## src/rtl/pipelined_addsub.sv

```systemverilog
// Pipelined adder/subtractor: the carry chain is cut into STAGES equal segments and
// one segment is resolved per cycle, under a single global valid/ready stall.
module pipelined_addsub #(
  parameter int WIDTH  = 32,
  parameter int STAGES = 4
) (
  input  logic             Clock,
  input  logic             Reset,
  input  logic             in_valid,
  output logic             in_ready,
  input  logic [WIDTH-1:0] A,
  input  logic [WIDTH-1:0] B,
  input  logic             C_in,
  input  logic             sub,
  output logic             out_valid,
  input  logic             out_ready,
  output logic [WIDTH-1:0] SUM,
  output logic             C_out,
  output logic             overflow,
  output logic             zero
);

  localparam int SEG = WIDTH / STAGES;

  generate
    if (WIDTH < 2 || STAGES < 1 || STAGES > WIDTH || (WIDTH % STAGES) != 0) begin : g_param_check
      $error("pipelined_addsub: illegal WIDTH/STAGES combination");
    end
  endgenerate

  // Rank k holds segments 0..k-1 resolved in s_q[k] and the carry into segment k in c_q[k].
  logic             v_q   [STAGES];
  logic [WIDTH-1:0] a_q   [STAGES];
  logic [WIDTH-1:0] bx_q  [STAGES];
  logic [WIDTH-1:0] s_q   [STAGES];
  logic             c_q   [STAGES];
  logic             sub_q [STAGES];

  logic [WIDTH-1:0] s_d   [STAGES];
  logic             c_d   [STAGES];

  logic             out_valid_q;
  logic [WIDTH-1:0] sum_q;
  logic             cout_q;
  logic             ovf_q;
  logic             zero_q;

  logic             cout_d;
  logic             ovf_d;
  logic             zero_d;
  logic             advance;

  always_comb begin
    logic [SEG:0] seg_t;
    seg_t = '0;
    for (int k = 0; k < STAGES; k++) begin
      seg_t  = {1'b0, a_q[k][k*SEG +: SEG]} + {1'b0, bx_q[k][k*SEG +: SEG]}
             + {{SEG{1'b0}}, c_q[k]};
      s_d[k] = s_q[k];
      s_d[k][k*SEG +: SEG] = seg_t[SEG-1:0];
      c_d[k] = seg_t[SEG];
    end
  end

  // Flags use the inverted B operand, so one overflow rule covers add and subtract.
  always_comb begin
    cout_d = sub_q[STAGES-1] ^ c_d[STAGES-1];
    ovf_d  = (a_q[STAGES-1][WIDTH-1] == bx_q[STAGES-1][WIDTH-1]) &&
             (s_d[STAGES-1][WIDTH-1] != a_q[STAGES-1][WIDTH-1]);
    zero_d = (s_d[STAGES-1] == '0);
  end

  assign advance   = !out_valid_q || out_ready;
  assign in_ready  = advance;
  assign out_valid = out_valid_q;
  assign SUM       = sum_q;
  assign C_out     = cout_q;
  assign overflow  = ovf_q;
  assign zero      = zero_q;

  always_ff @(posedge Clock or posedge Reset) begin
    if (Reset) begin
      for (int k = 0; k < STAGES; k++) begin
        v_q[k]   <= 1'b0;
        a_q[k]   <= '0;
        bx_q[k]  <= '0;
        s_q[k]   <= '0;
        c_q[k]   <= 1'b0;
        sub_q[k] <= 1'b0;
      end
      out_valid_q <= 1'b0;
      sum_q       <= '0;
      cout_q      <= 1'b0;
      ovf_q       <= 1'b0;
      zero_q      <= 1'b0;
    end else if (advance) begin
      v_q[0]   <= in_valid;
      a_q[0]   <= A;
      bx_q[0]  <= sub ? ~B : B;
      s_q[0]   <= '0;
      c_q[0]   <= sub ? ~C_in : C_in;
      sub_q[0] <= sub;
      for (int k = 1; k < STAGES; k++) begin
        v_q[k]   <= v_q[k-1];
        a_q[k]   <= a_q[k-1];
        bx_q[k]  <= bx_q[k-1];
        s_q[k]   <= s_d[k-1];
        c_q[k]   <= c_d[k-1];
        sub_q[k] <= sub_q[k-1];
      end
      out_valid_q <= v_q[STAGES-1];
      // Bubbles leave the last result and flags on the outputs.
      if (v_q[STAGES-1]) begin
        sum_q  <= s_d[STAGES-1];
        cout_q <= cout_d;
        ovf_q  <= ovf_d;
        zero_q <= zero_d;
      end
    end
  end

endmodule

```

## config.mk

```make
export PLATFORM = sky130hd
export DESIGN_NAME = pipelined_addsub
export DESIGN_NICKNAME = d
export VERILOG_FILES = /design/src/rtl/pipelined_addsub.sv
export SDC_FILE = /design/constraint.sdc
export NUM_CORES = 1
export LEC_CHECK = 0
export CAP_MARGIN = 20
export CORE_AREA = 2 2 195 197
export DETAILED_ROUTE_END_ITERATION = 10
export DIE_AREA = 0 0 197 199
export GPL_ROUTABILITY_DRIVEN = 0
export PLACE_DENSITY = 0.55
export SKIP_CTS_REPAIR_TIMING = 1
export SYNTH_ARGS = -nofsm -noshare
export SYNTH_HDL_FRONTEND = slang
export SYNTH_SLANG_ARGS = --single-unit
```

## constraint.sdc

```tcl
create_clock -name Clock -period 10.85 [get_ports Clock]
set_input_delay 1.6275 -clock Clock [delete_from_list [all_inputs] [get_ports Clock]]
set_output_delay 1.6275 -clock Clock [all_outputs]
set_load 0.005 [all_outputs]
```

Yosys cells after proc, flatten, opt, wreduce, memory -nomap -nowiden
Cells that the tools add are included.
{"block": "totals", "register_bits": 352, "latch_bits": 0, "ramBits": 0, "mem_bits_ro": 0, "out_inout_bits": 37, "mem_count": 0}
{"block": "classes", "add_sub_neg": 8, "mul": 0, "div": 0, "magnitude_cmp": 0, "n_eq_ne": 2, "shift": 0, "muxes": 2, "bitwise": 3, "reduce_logical": 5}
{"cell": "8-bit by 8-bit adder with 9-bit output", "n": 4}
{"cell": "9-bit by 1-bit adder with 9-bit output", "n": 4}
{"cell": "32-bit logical NOT", "n": 1}
{"cell": "32-bit two-way mux", "n": 1}
{"cell": "32-bit inverter", "n": 1}
{"cell": "2-bit AND reduction", "n": 1}
{"cell": "1-bit == test", "n": 1}
{"cell": "1-bit logical AND", "n": 1}
{"cell": "1-bit logical NOT", "n": 1}
{"cell": "1-bit logical OR", "n": 1}
{"cell": "1-bit two-way mux", "n": 1}
{"cell": "1-bit != test", "n": 1}
{"cell": "1-bit inverter", "n": 1}
{"cell": "1-bit bitwise XOR", "n": 1}

Depth between registers and ports, before layout
{"block": "logic_depth", "depth_word": 4, "depth_mapped": 10, "depth_no_buf": 10}

Worst setup path after synthesis
Ideal clock, no wire load.
{"block": "synth_timing", "kind": "input to output", "start": "input port out_ready", "end": "output port in_ready", "arrival_ns": 2.270, "slack_ns": 6.952, "stages": 4, "path_cell_list": "nor2b_1 -> inv_1 -> clkbuf_1 -> clkbuf_1"}
{"block": "synth_between", "elab_chain_len": 1}
{"element": "start, declared", "line_no": "16", "rtl": "input logic out_ready,"}
{"element": "1-bit logical OR", "line_no": "73", "rtl": "assign advance = !out_valid_q || out_ready;"}
{"element": "end, declared", "line_no": "10", "rtl": "output logic in_ready,"}
Every way passes these cells.

Worst setup path in the final report
Ends and elaborated chain as after synthesis.

==> impl_metrics.xml <==
<?xml version="1.0" encoding="UTF-8"?>
<metrics>
  <group name="status">
    <metric name="outcome" unit="">finished, final reports clean</metric>
  </group>
  <group name="global_route">
    <metric name="first_global_vias" unit="">7434</metric>
    <metric name="grt_first_pass_wirelength" unit="microns">38960</metric>
    <metric name="global_route.usage.total" unit="%">12.07</metric>
    <metric name="global_route.overflow_total" unit="">0</metric>
    <metric name="largest_net_degree_at_the_start_of_global_routing" unit="">170</metric>
    <metric name="grt_antenna_before_repair" unit="">0</metric>
  </group>
  <group name="cts">
    <metric name="tritoncts.num_buffers" unit="">28</metric>
    <metric name="clock_sinks" unit="">256</metric>
    <metric name="cts_root_buf" unit="">clkbuf_16</metric>
    <metric name="ctsHtreeMaxLevel" unit="">1</metric>
    <metric name="worst_skew_pair.late_latency" unit="ps">530</metric>
    <metric name="clk_pin_slew" unit="ps">60</metric>
    <metric name="tritoncts" unit="">built</metric>
    <metric name="cts_max_path_buffers" unit="">3</metric>
  </group>
  <group name="sta">
    <metric name="timing_worst_slew_pin_value" unit="ps">1077</metric>
    <metric name="rsz_0062_raised_after_global_routing" unit="">false</metric>
    <metric name="timing.slew.headroom" unit="%">28.19</metric>
    <metric name="achievable_freq" unit="MHz">186.9</metric>
    <metric name="aggregate_negative_setup_slack" unit="ps">0</metric>
    <metric name="clock-skew-final" unit="ps">8.983</metric>
    <metric name="finalWorstSetupSlack" unit="ps">5501</metric>
    <metric name="worst_hold_margin" unit="ps">462.5</metric>
    <metric name="timing.final.setup_violations" unit="">0</metric>
    <metric name="final.period_utilization" unit="%">49.30</metric>
    <metric name="post-route-min-period" unit="ps">5349</metric>
    <metric name="slew_viol_final" unit="">0</metric>
    <metric name="hold_violations" unit="">0</metric>
  </group>
  <group name="pwr">
    <metric name="cellLeakagePower" unit="nW">6.502</metric>
    <metric name="switching_power" unit="mW">1.383</metric>
    <metric name="internal_power" unit="mW">2.673</metric>
    <metric name="seq_power_share" unit="%">40.3</metric>
    <metric name="power.share.combinational" unit="%">34.4</metric>
    <metric name="power.density_cell_area" unit="nW/um^2">299.1</metric>
    <metric name="power_frac_clock" unit="%">25.2</metric>
    <metric name="switching_share" unit="%">34.09</metric>
    <metric name="vdd.ir_drop.worst" unit="mV">0.1088</metric>
  </group>
  <group name="critical_path">
    <metric name="path_buf_inv" unit="">4</metric>
    <metric name="timing.critical_path.fanout_max" unit="">169</metric>
    <metric name="slowest_delay" unit="ps">560</metric>
    <metric name="timing.critical_path.from_type" unit="">input port</metric>
    <metric name="dominant_delay_contributor_by_cell_family_on_the_critical_path" unit="">buffers and inverters</metric>
    <metric name="timing_worst_setup_path_type" unit="">input port to output pin</metric>
    <metric name="cp.arrival" unit="ps">3720</metric>
    <metric name="critPathCaptureType" unit="">output pin</metric>
    <metric name="cp_cell_sequence" unit="">clkdlybuf4s50_1 -&gt; nor2b_4 -&gt; buf_12 -&gt; inv_6 -&gt; clkdlybuf4s50_1</metric>
    <metric name="cp.required" unit="ps">9220</metric>
    <metric name="slowest_stage" unit="">clkdlybuf4s50_1</metric>
    <metric name="critical-path-top-cell-by-count" unit="">clkdlybuf4s50_1</metric>
  </group>
  <group name="synth">
    <metric name="yosysMostFrequentCell" unit="">nand2_1</metric>
    <metric name="yosysUniqueCellTypes" unit="">42</metric>
    <metric name="ys_ff_latch" unit="">256</metric>
    <metric name="synth_largest_area_cell" unit="">dfrtp_1</metric>
    <metric name="synth_top_area_share" unit="%">58.22</metric>
    <metric name="synth_nets" unit="">1271</metric>
    <metric name="synth_edf_count" unit="">0</metric>
    <metric name="postSynthAreaPerCell" unit="sq um">9.445</metric>
    <metric name="synthArstFlopShare" unit="%">100.0</metric>
    <metric name="top_cells_by_area_synth" unit="">dfrtp_1, nand2_1, ha_1</metric>
    <metric name="synth-seq-area-share" unit="%">58.22</metric>
    <metric name="synth.cell_area" unit="sq um">11000</metric>
    <metric name="synth_top_flop_cell" unit="">dfrtp_1</metric>
    <metric name="post_synth_inst_count" unit="">1165</metric>
    <metric name="yosysWarningCount" unit="">0</metric>
    <metric name="yosys-top-cells-count" unit="">nand2_1, dfrtp_1, o21ai_0</metric>
  </group>
  <group name="place">
    <metric name="detailedPlacementHpwl" unit="microns">15360</metric>
    <metric name="port-buffer-count" unit="">106</metric>
    <metric name="placed_cell_area" unit="sq um">12510</metric>
    <metric name="placed_cells" unit="">1694</metric>
    <metric name="place_ws" unit="ps">5420</metric>
  </group>
  <group name="floorplan">
    <metric name="die-height" unit="microns">199</metric>
    <metric name="initial_core_util" unit="%">29.63</metric>
    <metric name="design.portCount" unit="">107</metric>
    <metric name="die_w" unit="microns">197</metric>
    <metric name="std_cell_rows" unit="">71</metric>
    <metric name="dieArea" unit="sq um">39200</metric>
    <metric name="core-area" unit="sq um">37130</metric>
  </group>
  <group name="final_layout">
    <metric name="area_growth_syn_to_layout" unit="%">23.23</metric>
    <metric name="finalNonFillerCells" unit="">1747</metric>
    <metric name="stdcell_area" unit="sq um">13560</metric>
    <metric name="final_nets" unit="">1357</metric>
    <metric name="post_route_cells_drive_above_1_share" unit="%">7.070</metric>
    <metric name="diodes" unit="">0</metric>
    <metric name="layout.filler_cells" unit="">3816</metric>
  </group>
  <group name="run">
    <metric name="maxCapViolations" unit="">0</metric>
  </group>
  <group name="detailed_routing">
    <metric name="routed_via_density" unit="">4.341</metric>
    <metric name="routed-via-count" unit="">7584</metric>
    <metric name="drt_wl_total" unit="microns">23260</metric>
    <metric name="post_drt_wl_per_cell" unit="microns">13.31</metric>
    <metric name="detailedRoute.firstIterationViolations" unit="">496</metric>
    <metric name="drt-pass1-iter-count" unit="">4</metric>
    <metric name="drcViolationCount" unit="">0</metric>
    <metric name="route.antenna.remaining_nets" unit="">0</metric>
  </group>
  <group name="hold_path">
    <metric name="min_path_type" unit="">flip-flop to flip-flop</metric>
  </group>
</metrics>
[sequential cells by signal (all words and copies together), names as in the netlist]
register   count
C_out          1
c_q            4
out_valid      1
SUM           32
bx_q          80
v_q            4
overflow       1
s_d           48
zero           1
sub_q          4
a_q           80
[cell usage in the layout (no fill, tap or decap), types with 3 or more instances in the layout]
master and count:
a21boi_0 3, o31ai_1 13, nor4_1 6, xor2_1 6
o211a_1 3, clkbuf_8 13, bufinv_16 3, mux2_2 26
ha_1 28, fa_1 8, o21ai_0 58, o21a_1 10
nor3_1 11, or3_1 4, o21bai_1 4, nor2_1 23
nor2b_1 4, buf_4 5, clkbuf_1 3, nand2_1 536
clkbuf_16 29, a21oi_1 13, a21o_1 3, xnor2_1 40
inv_1 26, dfrtp_1 256, clkdlybuf4s50_1 105
[per-stage QoR]
step / utilization, % / power (mW)
finish: 36.52 / 4.056
global route: 36.52 / 4.391
CTS: 36.46 / 4.123
detailed placement: 33.68 / 3.081
global placement: 33.68 / 3.036
floorplan: - / 2.580
[power groups by stage]
stage               sequential [mW]  combinational (mW)  clock, mW
floorplan                      1.58                1.00          0
global placement               1.65                1.38          0
global route                   1.70                1.60       1.09
detailed placement             1.66                1.42          0
CTS                            1.65                1.42       1.05
finish                         1.64                1.40       1.02
[final timing paths]
| path | start | to | slack [ps] | depth (start not counted) |
|---|---|---|---|---|
| max in group asynchronous | Reset | a_q[83] | 7020 | 4 |
| hold reg to reg | bx_q[105] | bx_q[73] | 460 | 2 |
| hold / removal | bx_q[105] | bx_q[73] | 460 | 2 |
| setup reg to reg | out_valid | a_q[105] | 8040 | 6 |
| min in group asynchronous | Reset | SUM[5] | 1610 | 2 |
| setup / recovery | out_ready | in_ready | 5500 | 5 |
[cell families after synthesis]
logic type	share of synthesized area, %
buffers and inverters	2.968
XOR/XNOR	3.662
adder cells (fa/ha/maj)	4.640
AO/OA/AOI/OAI	6.800
AND/OR/NAND/NOR	21.05
flip-flops	58.22
multiplexers	2.661
[metal layers]
metal  global-route usage (%)  wire length (microns)  part of all wire (%)
met3                    1.848                    960                   4.1
met4                    2.924                    394                   1.7
met5                        0                      0                     0
met1                    18.24                  12070                    52
met2                    18.06                   9832                    42
[area by class of cell]
type	count	area [sq um]	share of cell area (%)
flip-flops and latches	256	6406	47.25
repair buffers	113	1134	8.360
inverters	28	117.6	0.8674
multi-input cells	824	4278	31.55
clock inverters	7	115.1	0.8489
well taps	474	593.1	4.374
clock buffers	45	915.9	6.755
[worst reg2reg max path: stages (launching register included)]
cell and delay (ps):
dfrtp_1 390, nor2b_4 140, buf_12 230, inv_6 620, buf_4 910, nand2_1 330, nand2_1 120
(Power assumes the default switching activity.)
